$ cat config.mk
export PLATFORM = sky130hd
export DESIGN_NAME = mips_mmio_display
export DESIGN_NICKNAME = d
export VERILOG_FILES = /design/src/rtl/mips_mmio_display.sv
export SDC_FILE = /design/constraint.sdc
export NUM_CORES = 1
export LEC_CHECK = 0
export ABC_AREA = 1
export CAP_MARGIN = 15
export CORE_ASPECT_RATIO = 2
export CORE_MARGIN = 4
export CORE_UTILIZATION = 30
export CTS_CLUSTER_SIZE = 16
export DETAILED_ROUTE_END_ITERATION = 10
export PLACE_DENSITY = 0.64
export SYNTH_ARGS = -nofsm -noshare
export SYNTH_HDL_FRONTEND = slang
export SYNTH_SLANG_ARGS = --single-unit
$ cat constraint.sdc
create_clock -name clk -period 2.3 [get_ports clk]
set_input_delay 0.46 -clock clk [delete_from_list [all_inputs] [get_ports clk]]
set_output_delay 0.46 -clock clk [all_outputs]
set_load 0.01 [all_outputs]
$ cat src/rtl/mips_mmio_display.sv
// -----------------------------------------------------------------------------
// mips_mmio_display
//
// Memory-mapped display/LED responder for the MIPS data bus. It decodes a
// 16-byte window at BASE_ADDR and holds the registers listed below. It also
// scans a 4-digit multiplexed 7-segment display and drives the board LEDs.
//
// Register map (offset = MemAddr[3:2]):
//   0x0 VALUE  [15:0] RW, four hex nibbles; digit i shows VALUE[4i+3:4i]
//   0x4 LEDR   [9:0]  RW, copied to LED one cycle after it is written
//   0x8 CTRL   [3:0]  RW digit enable, [7:4] decimal points (MMIO_DP_EN only)
//   0xC STATUS RO     [1:0] current digit index, [31:16] frame count
//
// Ports:
//   clk        in   1   system clock; all state changes on posedge
//   reset      in   1   synchronous, active-high; dominates MemWrite
//   MemWrite   in   1   write strobe, one word per cycle
//   MemAddr    in   32  byte address ([1:0] ignored)
//   MemWData   in   32  write data
//   MemRData   out  32  combinational read data (0 outside the window)
//   hit        out  1   combinational: MemAddr is inside the window
//   HEX        out  8   segments {dp,g,f,e,d,c,b,a}, active-low, registered
//   HEX_DIGIT  out  4   one-hot active-low digit select, registered
//   LED        out  10  LED drive, active-high, registered
//
// Configuration macro: MMIO_DP_EN
//   defined   : CTRL[7:4] is stored and drives the decimal point (HEX[7])
//   undefined : CTRL[7:4] reads 0 and HEX[7] is always 1 (dp off)
// -----------------------------------------------------------------------------
module mips_mmio_display #(
   parameter logic [31:0] BASE_ADDR = 32'hFFFF_0000,
   parameter int          SCAN_DIV  = 100000
) (
   input  logic        clk,
   input  logic        reset,
   input  logic        MemWrite,
   input  logic [31:0] MemAddr,
   input  logic [31:0] MemWData,
   output logic [31:0] MemRData,
   output logic        hit,
   output logic [7:0]  HEX,
   output logic [3:0]  HEX_DIGIT,
   output logic [9:0]  LED
);

   localparam int               DIV_W    = $clog2(SCAN_DIV);
   localparam logic [DIV_W-1:0] DIV_LAST = DIV_W'(SCAN_DIV - 1);

   logic [15:0]      r_value;
   logic [9:0]       r_ledr;
   logic [3:0]       r_en;
`ifdef MMIO_DP_EN
   logic [3:0]       r_dp;
`endif
   logic [DIV_W-1:0] r_div;
   logic [1:0]       r_idx;
   logic [15:0]      r_frame;
   logic [7:0]       r_hex;
   logic [3:0]       r_hex_digit;
   logic [9:0]       r_led;

   logic        w_hit;
   logic        w_wr;
   logic [1:0]  w_sel;
   logic [31:0] w_ctrl_rd;
   logic [3:0]  w_nib;
   logic        w_dp_cur;
   logic        w_unused_bits;

   // Standard hex glyphs, active-high {g,f,e,d,c,b,a}.
   function automatic logic [6:0] seg7(input logic [3:0] n);
      case (n)
         4'h0: seg7 = 7'h3F;
         4'h1: seg7 = 7'h06;
         4'h2: seg7 = 7'h5B;
         4'h3: seg7 = 7'h4F;
         4'h4: seg7 = 7'h66;
         4'h5: seg7 = 7'h6D;
         4'h6: seg7 = 7'h7D;
         4'h7: seg7 = 7'h07;
         4'h8: seg7 = 7'h7F;
         4'h9: seg7 = 7'h6F;
         4'hA: seg7 = 7'h77;
         4'hB: seg7 = 7'h7C;
         4'hC: seg7 = 7'h39;
         4'hD: seg7 = 7'h5E;
         4'hE: seg7 = 7'h79;
         default: seg7 = 7'h71;
      endcase
   endfunction

   assign w_hit = (MemAddr[31:4] == BASE_ADDR[31:4]);
   assign w_wr  = MemWrite && w_hit;
   assign w_sel = MemAddr[3:2];
   assign w_nib = r_value[{r_idx, 2'b00} +: 4];

`ifdef MMIO_DP_EN
   assign w_ctrl_rd = {24'h0, r_dp, r_en};
   assign w_dp_cur  = r_dp[r_idx];
`else
   assign w_ctrl_rd = {28'h0, r_en};
   assign w_dp_cur  = 1'b0;
`endif

   // Byte-lane bits and upper data bits have no storage behind them.
   assign w_unused_bits = ^{MemAddr[1:0], MemWData[31:16]};

   // Async read, like the data RAM: a write in this cycle is not yet visible.
   always_comb begin
      MemRData = 32'h0;
      if (w_hit) begin
         case (w_sel)
            2'd0:    MemRData = {16'h0, r_value};
            2'd1:    MemRData = {22'h0, r_ledr};
            2'd2:    MemRData = w_ctrl_rd;
            default: MemRData = {r_frame, 14'h0, r_idx};
         endcase
      end
   end

   always_ff @(posedge clk) begin
      if (reset) begin
         r_value     <= '0;
         r_ledr      <= '0;
         r_en        <= 4'hF;
`ifdef MMIO_DP_EN
         r_dp        <= '0;
`endif
         r_div       <= '0;
         r_idx       <= '0;
         r_frame     <= '0;
         // Digit 0 enabled showing '0' with dp off.
         r_hex       <= 8'hC0;
         r_hex_digit <= 4'b1110;
         r_led       <= '0;
      end else begin
         if (w_wr) begin
            case (w_sel)
               2'd0: r_value <= MemWData[15:0];
               2'd1: r_ledr  <= MemWData[9:0];
               2'd2: begin
                  r_en <= MemWData[3:0];
`ifdef MMIO_DP_EN
                  r_dp <= MemWData[7:4];
`endif
               end
               default: ; // STATUS is read-only
            endcase
         end

         // Slot timer; each wrap moves to the next digit, digit 3->0 ends a frame.
         if (r_div == DIV_LAST) begin
            r_div <= '0;
            r_idx <= r_idx + 2'd1;
            if (r_idx == 2'd3) r_frame <= r_frame + 16'd1;
         end else begin
            r_div <= r_div + DIV_W'(1);
         end

         // Outputs reflect current (pre-edge) index and register contents.
         r_led <= r_ledr;
         if (r_en[r_idx]) begin
            r_hex_digit <= ~(4'b0001 << r_idx);
            r_hex       <= ~{w_dp_cur, seg7(w_nib)};
         end else begin
            r_hex_digit <= 4'hF;
            r_hex       <= 8'hFF;
         end
      end
   end

   assign hit       = w_hit;
   assign HEX       = r_hex;
   assign HEX_DIGIT = r_hex_digit;
   assign LED       = r_led;

endmodule

==> results.md <==
- Initial antenna violation count: 0
- Critical Path End Type: output port
- Total global routing overflow: 0
- Synth Instances: 772
- Final wirelength: approximately 14000 um
- Register bit total from synthesis: 86
- Final period utilization: 0.9558
- Yosys top cell area share: 0.3504
- Hold WS: approximately 0.45 ns
- Fill count: roughly 1800
- Crit path time final: about 2.2 ns
- Num CTS Buffers: 9
- DR pass1 iterations: 4
- Critical Path AT: 1.74 ns
- Vias in the first global route: slightly below 5000
- First-pass GRT wire length: 22740 um
- Inserted Diodes: 0
- Maximum clock frequency: 454.9 MHz
- Highest routed metal layer: met4
- Final Hold Viols: 0
- Placed inst area: around 6300 sq um
- Ranking of synthesized cells by area: dfxtp_1 35%, nand2_1 16%, inv_1 8.8%
- Largest net degree at the start of global routing: 42
- Die height: around 190 um
- Initial DRC count: about 180
- Starting Density: 0.3036
- Area Overhead vs Synth: 34.17%
- Synth warn: 0
- Slew HR: 0.5950
- Rows: between 60 and 70
- Syn nets: between 800 and 900
- Final nets: about 970
- Average routed wire per standard cell: 12.72 um
- Post-synth top area cell: dfxtp_1
- Clock-pin transition on the worst setup and hold timing paths: around 0.060 ns
- Fin area: between 6000 and 7000 sq um
- Netlist area before placement: 4913 sq um
- Final Slew Violations: 0
- TNS Setup: 0 ns
- TritonCTS clock tree: done
- Final setup fails: 0
- DRC Markers: 0
- Status: finished clean
- Hold Crit Class: register to register
- I/O Buffers: 102
- Final ANT Viol Nets: 0
- Distinct cells, synth: 33
- Max Clock Skew: 0.008099 ns
- DIE AREA: about 19000 sq um
- Vias/cell: between 4 and 5
- Setup CP Type: primary input to output port
- Clock Path Buffers: 2
- Fin util: 0.4073
- Crit path launch type: primary input
- Metal1 wirelength: 5141 um
- Clock Latency Late Sink: about 0.35 ns
- Mean Syn Cell Area: ~6.4 sq um
- # Max-Cap Violations: 0
- Core ar.: about 16000 sq um
- CP required: roughly 1.8 ns
- Vias: just over 5000
- Seq/Total Area, Yosys: 0.3504
- Max IR drop VDD: roughly 0.27 mV
- Share of cells above drive strength 1: 0.1547
- I/O pin count: 122
- Clock Tree Root: clkbuf_16
- H-tree lvl count: 3
- DP Wirelength: 10870 um
- Num Clock Sinks: between 80 and 90
- Power Density: 505.1 nW/um^2
- All-Layer GR Usage: 0.1507
- GP Congestion: just under 0.9
- Actual slew at the worst max-slew pin: between 0.6 and 0.7 ns
- Leakage power: ~2.9 nW
- Hold buffers post-CTS: 0
- Met3 WL: 645 um
- Metal2 WL: ~7600 um
- CP max FO: 7
- Die W: approximately 98 um
[cell families (layout without fill, tap and decap cells)]
family / after synthesis / after routing / synth area share
and+or+nand+nor: 452 / 452 / 0.4128
buffers and inverters: 149 / 269 / 0.1217
DFF: 86 / 86 / 0.3504
AOI/OAI and AO/OA: 59 / 59 / 0.06060
xor gates and xnor gates: 13 / 13 / 0.02317
adders and majority gates: 12 / 12 / 0.03056
other: 1 / 1 / 0.0007632
[worst max-delay path, stage by stage]
cell and delay, ns:
clkdlybuf4s15_1 0.18, nand2_1 0.05, inv_1 0.04, nand2_1 0.07, nor2_4 0.09, nand2_2 0.09, nor2_8 0.19, inv_8 0.08
buf_12 0.15, nor3b_4 0.17, buf_2 0.16
[layout make-up]
cell class	instances	area [sq um]	share of cell area
clock buffer	11	242.7	0.03682
clock inverter	5	82.58	0.01253
inverter	120	460.4	0.06984
multi-input combinational	537	2710	0.4111
sequential	86	1722	0.2612
tap	204	255.2	0.03872
timing repair buffer	132	1114	0.1689
timing repair inverter	1	6.256	0.0009489
[where the power goes]
part | internal (mW) | total, mW | switching (mW)
sequential | 1.49 | 1.50 | 0.00307
clock | 0.982 | 1.61 | 0.627
combinational | 0.105 | 0.225 | 0.120
[metal layers]
| metal | vias to the layer above | global-route usage |
|---|---|---|
| li1 | 2636 | - |
| met1 | 2271 | 0.1461 |
| met2 | 106 | 0.2874 |
| met3 | 37 | 0.03540 |
| met4 | 0 | 0.07891 |
| met5 | - | 0 |
[final timing paths]
path,startpoint,endpoint,slack [ns],cells past startpoint
min,r_ledr[2],LED[2],0.45,2
max,MemAddr[16],MemRData[30],0.10,11
max reg2reg,r_idx[0],HEX[3],0.35,11
min reg2reg,r_ledr[2],LED[2],0.45,2
[through the flow]
step	instances	total power, mW	setup slack (ns)
3_5_place_dp	1078	1.771	-0.7253
4_1_cts	1096	3.367	0.0006837
6_report	1096	3.330	0.1017
2_1_floorplan	772	1.624	0.3106
3_3_place_gp	1078	1.769	-0.7260
5_1_grt	1096	3.458	-0.02336
[state kept, by name, indices dropped and copies added (netlist names)]
signal,flops
HEX,7
HEX_DIGIT,4
LED,10
r_div,17
r_en,4
r_frame,16
r_idx,2
r_ledr,10
r_value,16
[Yosys cell counts, drive strengths merged]
library cell / n
nand2: 216
inv: 119
nor2: 117
dfxtp: 86
nand3: 45
nand4: 38
a21oi: 36
o21ai: 21
nor3: 19
buf: 18
ha: 12
nor3b: 12
clkbuf: 11
xor2: 9
xnor2: 4
a31oi: 2
and2: 2
nand3b: 2
clkinv: 1
conb: 1
or2: 1
[cell usage in the layout, fill, tap and decap left out, types with 13 or more instances in the layout]
cell,instances
o21ai_0,20
clkbuf_2,17
nand4_1,38
nand3_1,40
dfxtp_1,86
nor2_1,105
buf_4,22
nand2_1,204
clkdlybuf4s50_1,39
a21oi_1,34
dlygate4sd2_1,17
buf_2,25
inv_1,115
nor3_1,13
[repair_timing]
action,in CTS,in global routing
pin swaps,10,16
cloned,2,0
resized for setup,159,52
endpoints found under the setup margin,33,33
buffers inserted,0,0
(Power assumes the default switching activity.)
==> patch 1 (same settings) <==
Reset style: asynchronous (`reset`), changed in one clocked block.
--- a/src/rtl/mips_mmio_display.sv
+++ b/src/rtl/mips_mmio_display.sv
@@ -120,3 +120,3 @@
 
-   always_ff @(posedge clk) begin
+   always_ff @(posedge clk or posedge reset) begin
       if (reset) begin
Check against the original RTL: differs if reset is asserted again (counterexample within 4 cycles, from zero or initial values and one cycle with reset high); with reset held inactive, the same outputs for 4 cycles.
==> patch 1 against the unedited design <==
Wire length fell by 6.6%. Sequential cell count did not move. Synthesized area is 4.3% lower. Via count decreased by 12%. Design area shrank 2.1%. Largest cell class unchanged. Setup slack lost 0.014 ns. Critical endpoint is now MemRData[31]. Total power is 0.67% lower.
==> patch 1: results (changes against the unedited design) <==
outcome=finished clean (unchanged); Synth Area in Compound Gates=3.96% (was 6.06%); asr flop ratio synth=100% (was 0%); H-Tree Depth=3 (unchanged); crit path DAT=1.75 ns; Clock Latency Late Sink=0.34 ns; met2 routed WL=7.57 mm (about the same); slowest stage delay, CP=0.23 ns (was 0.19 ns); Worst Path Max Fanout=8 (was 7); slowest library cell on the worst path=nor2_4 (was nor2_8); Pleak=3.06 nW (was 2.86 nW); post-synthesis adder-cell area fraction=3.19% (was 3.06%); post-synthesis sequential area ratio=46.0% (was 35.0%); Root Driver=clkbuf_16 (unchanged); fillcell total=1,602 (was 1,786); largest net degree at the start of global routing=87 (was 42); Total Routing Usage GR=15.1% (about the same); Post-Synth XOR/XNOR Area=1.84% (was 2.32%); initial antenna violation count=0 (unchanged); # port buffers=102 (unchanged); synth top area cells=dfrtp_1, nand2_1, nor2_1 (was dfxtp_1, nand2_1, inv_1); Final nets=821 (was 966); vias in the first global route=4,485 (was 4,924); GP Congestion=0.858 (was 0.885); syn_nets=698 (was 851); Setup Slack @ Placement=-0.625 ns (was -0.725 ns); Max Used Layer=met4 (unchanged); CTS Buf Count=9 (unchanged); Worst-path clk slew=0.07 ns; HP Class=flip-flop to flip-flop (unchanged); Netlist cell types=37 (was 33); clk buf depth=2 (unchanged); Worst Skew=0.0124 ns (was 0.00810 ns); met1 wire length=4.56 mm (was 5.14 mm); drt via density=4.69 (was 4.61); post-synthesis mux area share=0% (unchanged); top cells by count, synth=nand2_1, dfrtp_1, nor2_1, inv_1, nand3_1 (was nand2_1, inv_1, nor2_1, dfxtp_1, nand3_1); Peak VDD IR=0.321 mV (was 0.265 mV); detailed-placement wirelength estimate=10.0 mm (was 10.9 mm); share of layout cells above drive strength 1=19.1% (was 15.5%); ant diodes=0 (unchanged); first-pass GRT wire length=20.7 mm (was 22.7 mm); dominant synthesized flop cell=dfrtp_1 (was dfxtp_1); TritonRoute pass-1 iters=4 (unchanged); Syn. warnings=0 (unchanged); per-cell routed wire length=13.8 µm (was 12.7 µm); met3 WL=492 µm (was 645 µm); Iter 0 DRT Violations=194 (was 177); biggest regs=r_div x17, r_frame x16, r_value x16 (unchanged)
==> patch 1: changes by cell type in the layout (fill, tap and decap cells not counted), sizes merged, moves of 6 or more <==
cell,delta
a21oi,-19
clkbuf,-10
clkdlybuf4s15,+6
dfrtp,+78
dfstp,+8
dfxtp,-86
inv,-62
nor2,-46
nor3b,-12
o21ai,-7
==> patch 1: layer usage <==
metal  track usage, %  vias up
met1             14.5     2076
met4             6.75        0
met3             2.89       24
met2             29.7      104
met5                0        -
li1                 -     2229
==> patch 1: final cells by class <==
class,instances,share of cell area (%)
clock buffers,9,3.49
clock inverters,7,1.63
inverters,58,3.51
multi-input cells,453,36.0
flip-flops and latches,86,33.5
well taps,198,3.84
repair buffers,133,17.9
repair inverters,1,0.0969
==> patch 1: cell families (layout without fill, tap and decap cells) <==
kind of cell,Yosys count,in the layout
AND/OR/NAND/NOR,396,396
flip-flops,86,86
buffers and inverters,80,208
AO/OA/AOI/OAI,35,35
adder cells (fa/ha/maj),12,12
XOR/XNOR,9,9
other,1,1
==> patch 1: path summary, 6_finish.rpt <==
kind                              from      endpoint  slack (ns)  cells after the start
hold reg to reg              r_ledr[6]        LED[6]        0.41                      0
setup reg to reg              r_idx[0]        HEX[0]        0.30                     10
setup / recovery           MemAddr[20]  MemRData[31]        0.09                      9
min in group asynchronous        reset      r_div[2]        0.58                      3
max in group asynchronous        reset       r_en[2]        1.32                      3
hold / removal               r_ledr[6]        LED[6]        0.41                      0
==> patch 1: where the power goes <==
part / switching (mW) / internal [mW]
Combinational: 0.100 / 0.0894
Sequential: 0.0000000187 / 1.51
Clock: 0.639 / 0.967
Total: 0.739 / 2.57
==> patch 1: worst max-delay path, delay by kind of cell <==
kind,cells,cell delay [ns]
simple gates,5,0.62
buf+inv,4,0.67
==> patch 1: through the flow <==
step	power, mW	instances	instance area [µm²]
after detailed placement	1.75	925	6130
final	3.31	945	6460
after CTS	3.35	943	6410
after global routing	3.43	945	6460
after floorplan	1.61	619	4710
after global placement	1.75	925	6130
==> patch 1: what timing repair did <==
item                       CTS  global route
resized for setup          180            34
pin swaps                   27            16
gates cloned                 1             2
buffers inserted             1             0
setup endpoints to repair   33             8
==> patch 2 (same settings) <==
Without the edit above. Change the parameter `SCAN_DIV` from 100000 to 50000.
--- a/src/rtl/mips_mmio_display.sv
+++ b/src/rtl/mips_mmio_display.sv
@@ -31,3 +31,3 @@
    parameter logic [31:0] BASE_ADDR = 32'hFFFF_0000,
-   parameter int          SCAN_DIV  = 100000
+   parameter int          SCAN_DIV  = 50000
 ) (
Behaviour: same outputs for any inputs over 4 cycles, from zero or initial values and one cycle with reset high; that may be too few to reach the edited logic, so the function may still have changed.
==> patch 2 against the unedited design <==
Sequential cell count decreased by 1. Critical endpoint is now MemRData[22]. Synthesized area decreased by 3.6%. Cell count decreased by 2.2%. Wire length increased by 2.3%. Global-route usage increased by 0.88 points. Design area decreased by 1.3%. Setup slack got worse by 0.053 ns. Worst hold slack improved by 0.0016 ns. Clock skew increased by 0.0022 ns. Fmax decreased by 2.4%. Utilization increased by 1.6 points. Total power decreased by 3.4%.
==> patch 2: results (changes against the unedited design) <==
Clock Latency Late Sink=0.34 ns; total number of vias=5,040 (was 5,050); initial antenna violation count=0 (unchanged); Area after DPL=0.00618 mm² (was 0.00634 mm²); outcome=finished clean (unchanged); Netlist cell types=31 (was 33); H-Tree Depth=3 (unchanged); largest net degree at the start of global routing=27 (was 42); Slew headroom=62.1% (was 59.5%); syn_nets=829 (was 851); fillcell total=1,638 (was 1,786); Final nets=948 (was 966); Post-Route WL=14.3 mm (was 13.9 mm); share of layout cells above drive strength 1=13.8% (was 15.5%); post-synthesis sequential area ratio=35.9% (was 35.0%); Peak VDD IR=0.402 mV (was 0.265 mV); slowest library cell on the worst path=dlygate4sd2_1 (was nor2_8); GP Congestion=0.879 (was 0.885); EDFF count, synth=0 (unchanged); crit path DAT=1.79 ns (was 1.74 ns); Syn. warnings=0 (unchanged); detailed-placement wirelength estimate=11.1 mm (was 10.9 mm); biggest regs=r_div x16, r_frame x16, r_value x16 (was r_div x17, r_frame x16, r_value x16); Worst Skew=0.0103 ns (was 0.00810 ns); Total Routing Usage GR=15.9% (was 15.1%); asr flop ratio synth=0% (unchanged); Top delay family on crit path=simple AND/OR/NAND/NOR gates (unchanged); slowest stage delay, CP=0.22 ns (was 0.19 ns); Iter 0 DRT Violations=177 (unchanged); top cells by count, synth=nand2_1, inv_1, nor2_1, dfxtp_1, nand3_1 (unchanged); vias in the first global route=4,968 (was 4,924); synth top area cells=dfxtp_1, nand2_1, inv_1 (unchanged); TritonRoute pass-1 iters=7 (was 4); Worst Path Max Fanout=8 (was 7); Root Driver=clkbuf_16 (unchanged); first-pass GRT wire length=23.3 mm (was 22.7 mm); HP Class=flip-flop to flip-flop (unchanged); Pleak=2.90 nW (was 2.86 nW); CTS Buf Count=9 (unchanged)
[patch 2: where the power goes]
part	switching (mW)	leakage, nW	internal [mW]
clock network	0.639	0.141	0.857
logic	0.127	2.08	0.114
registers	0.00340	0.685	1.48
total	0.770	2.90	2.45
[patch 2: layer usage]
layer | vias up | track usage, % | share of wire [%]
met5 | - | 0 | 0
li1 | 2592 | - | -
met4 | 0 | 5.96 | 2.3
met1 | 2300 | 14.6 | 36
met3 | 21 | 3.30 | 4.7
met2 | 127 | 33.5 | 57
[patch 2: worst min-delay path: stages, from the launching register on]
cell and delay (ns):
dfxtp_1 0.31, inv_1 0.06, nor2_1 0.04
[patch 2: final cells by class]
cell class                 count  area [µm²]  area share [%]
sequential                    85        1700            26.2
timing repair inverter         1        6.26          0.0962
timing repair buffer         134        1200            18.5
multi-input combinational    509        2540            39.1
inverter                     129         492            7.56
tap                          198         248            3.81
clock buffer                   9         225            3.46
clock inverter                 7        81.3            1.25
[patch 2: through the flow]
| stage | setup TNS (ns) | util (%) | instances | setup WS (ns) | power (mW) |
|---|---|---|---|---|---|
| finish | 0 | 42.3 | 1072 | 0.0488 | 3.22 |
| global route | -0.102 | 42.3 | 1072 | -0.0454 | 3.33 |
| CTS | 0 | 42.1 | 1072 | 0.00656 | 3.26 |
| detailed placement | -18.86 | 40.2 | 1054 | -0.700 | 1.77 |
| global placement | -18.33 | 40.2 | 1054 | -0.662 | 1.76 |
| floorplan | 0 | - | 750 | 0.311 | 1.61 |
[patch 2: what timing repair did]
item	in CTS	in global routing
hold endpoints to repair	0	0
setup endpoints to repair	33	28
gates resized for setup	177	11
hold buffers	0	0
gates cloned	2	0
pin swaps	20	1
[patch 2: kinds of logic after synthesis]
kind of cell,Yosys count,share of synthesized area [%]
XOR/XNOR,5,0.925
other,1,0.0792
AO/OA/AOI/OAI,65,6.95
buffers and inverters,156,13.3
AND/OR/NAND/NOR,426,39.7
flip-flops,85,35.9
adder cells (fa/ha/maj),12,3.17
[patch 2: path summary, 6_finish.rpt]
kind	start	endpoint	slack [ns]	cells past startpoint
hold / removal	r_ledr[4]	LED[4]	0.45	2
hold reg to reg	r_ledr[4]	LED[4]	0.45	2
setup / recovery	MemAddr[18]	MemRData[22]	0.05	11
setup reg to reg	r_idx[0]	HEX[3]	0.33	11
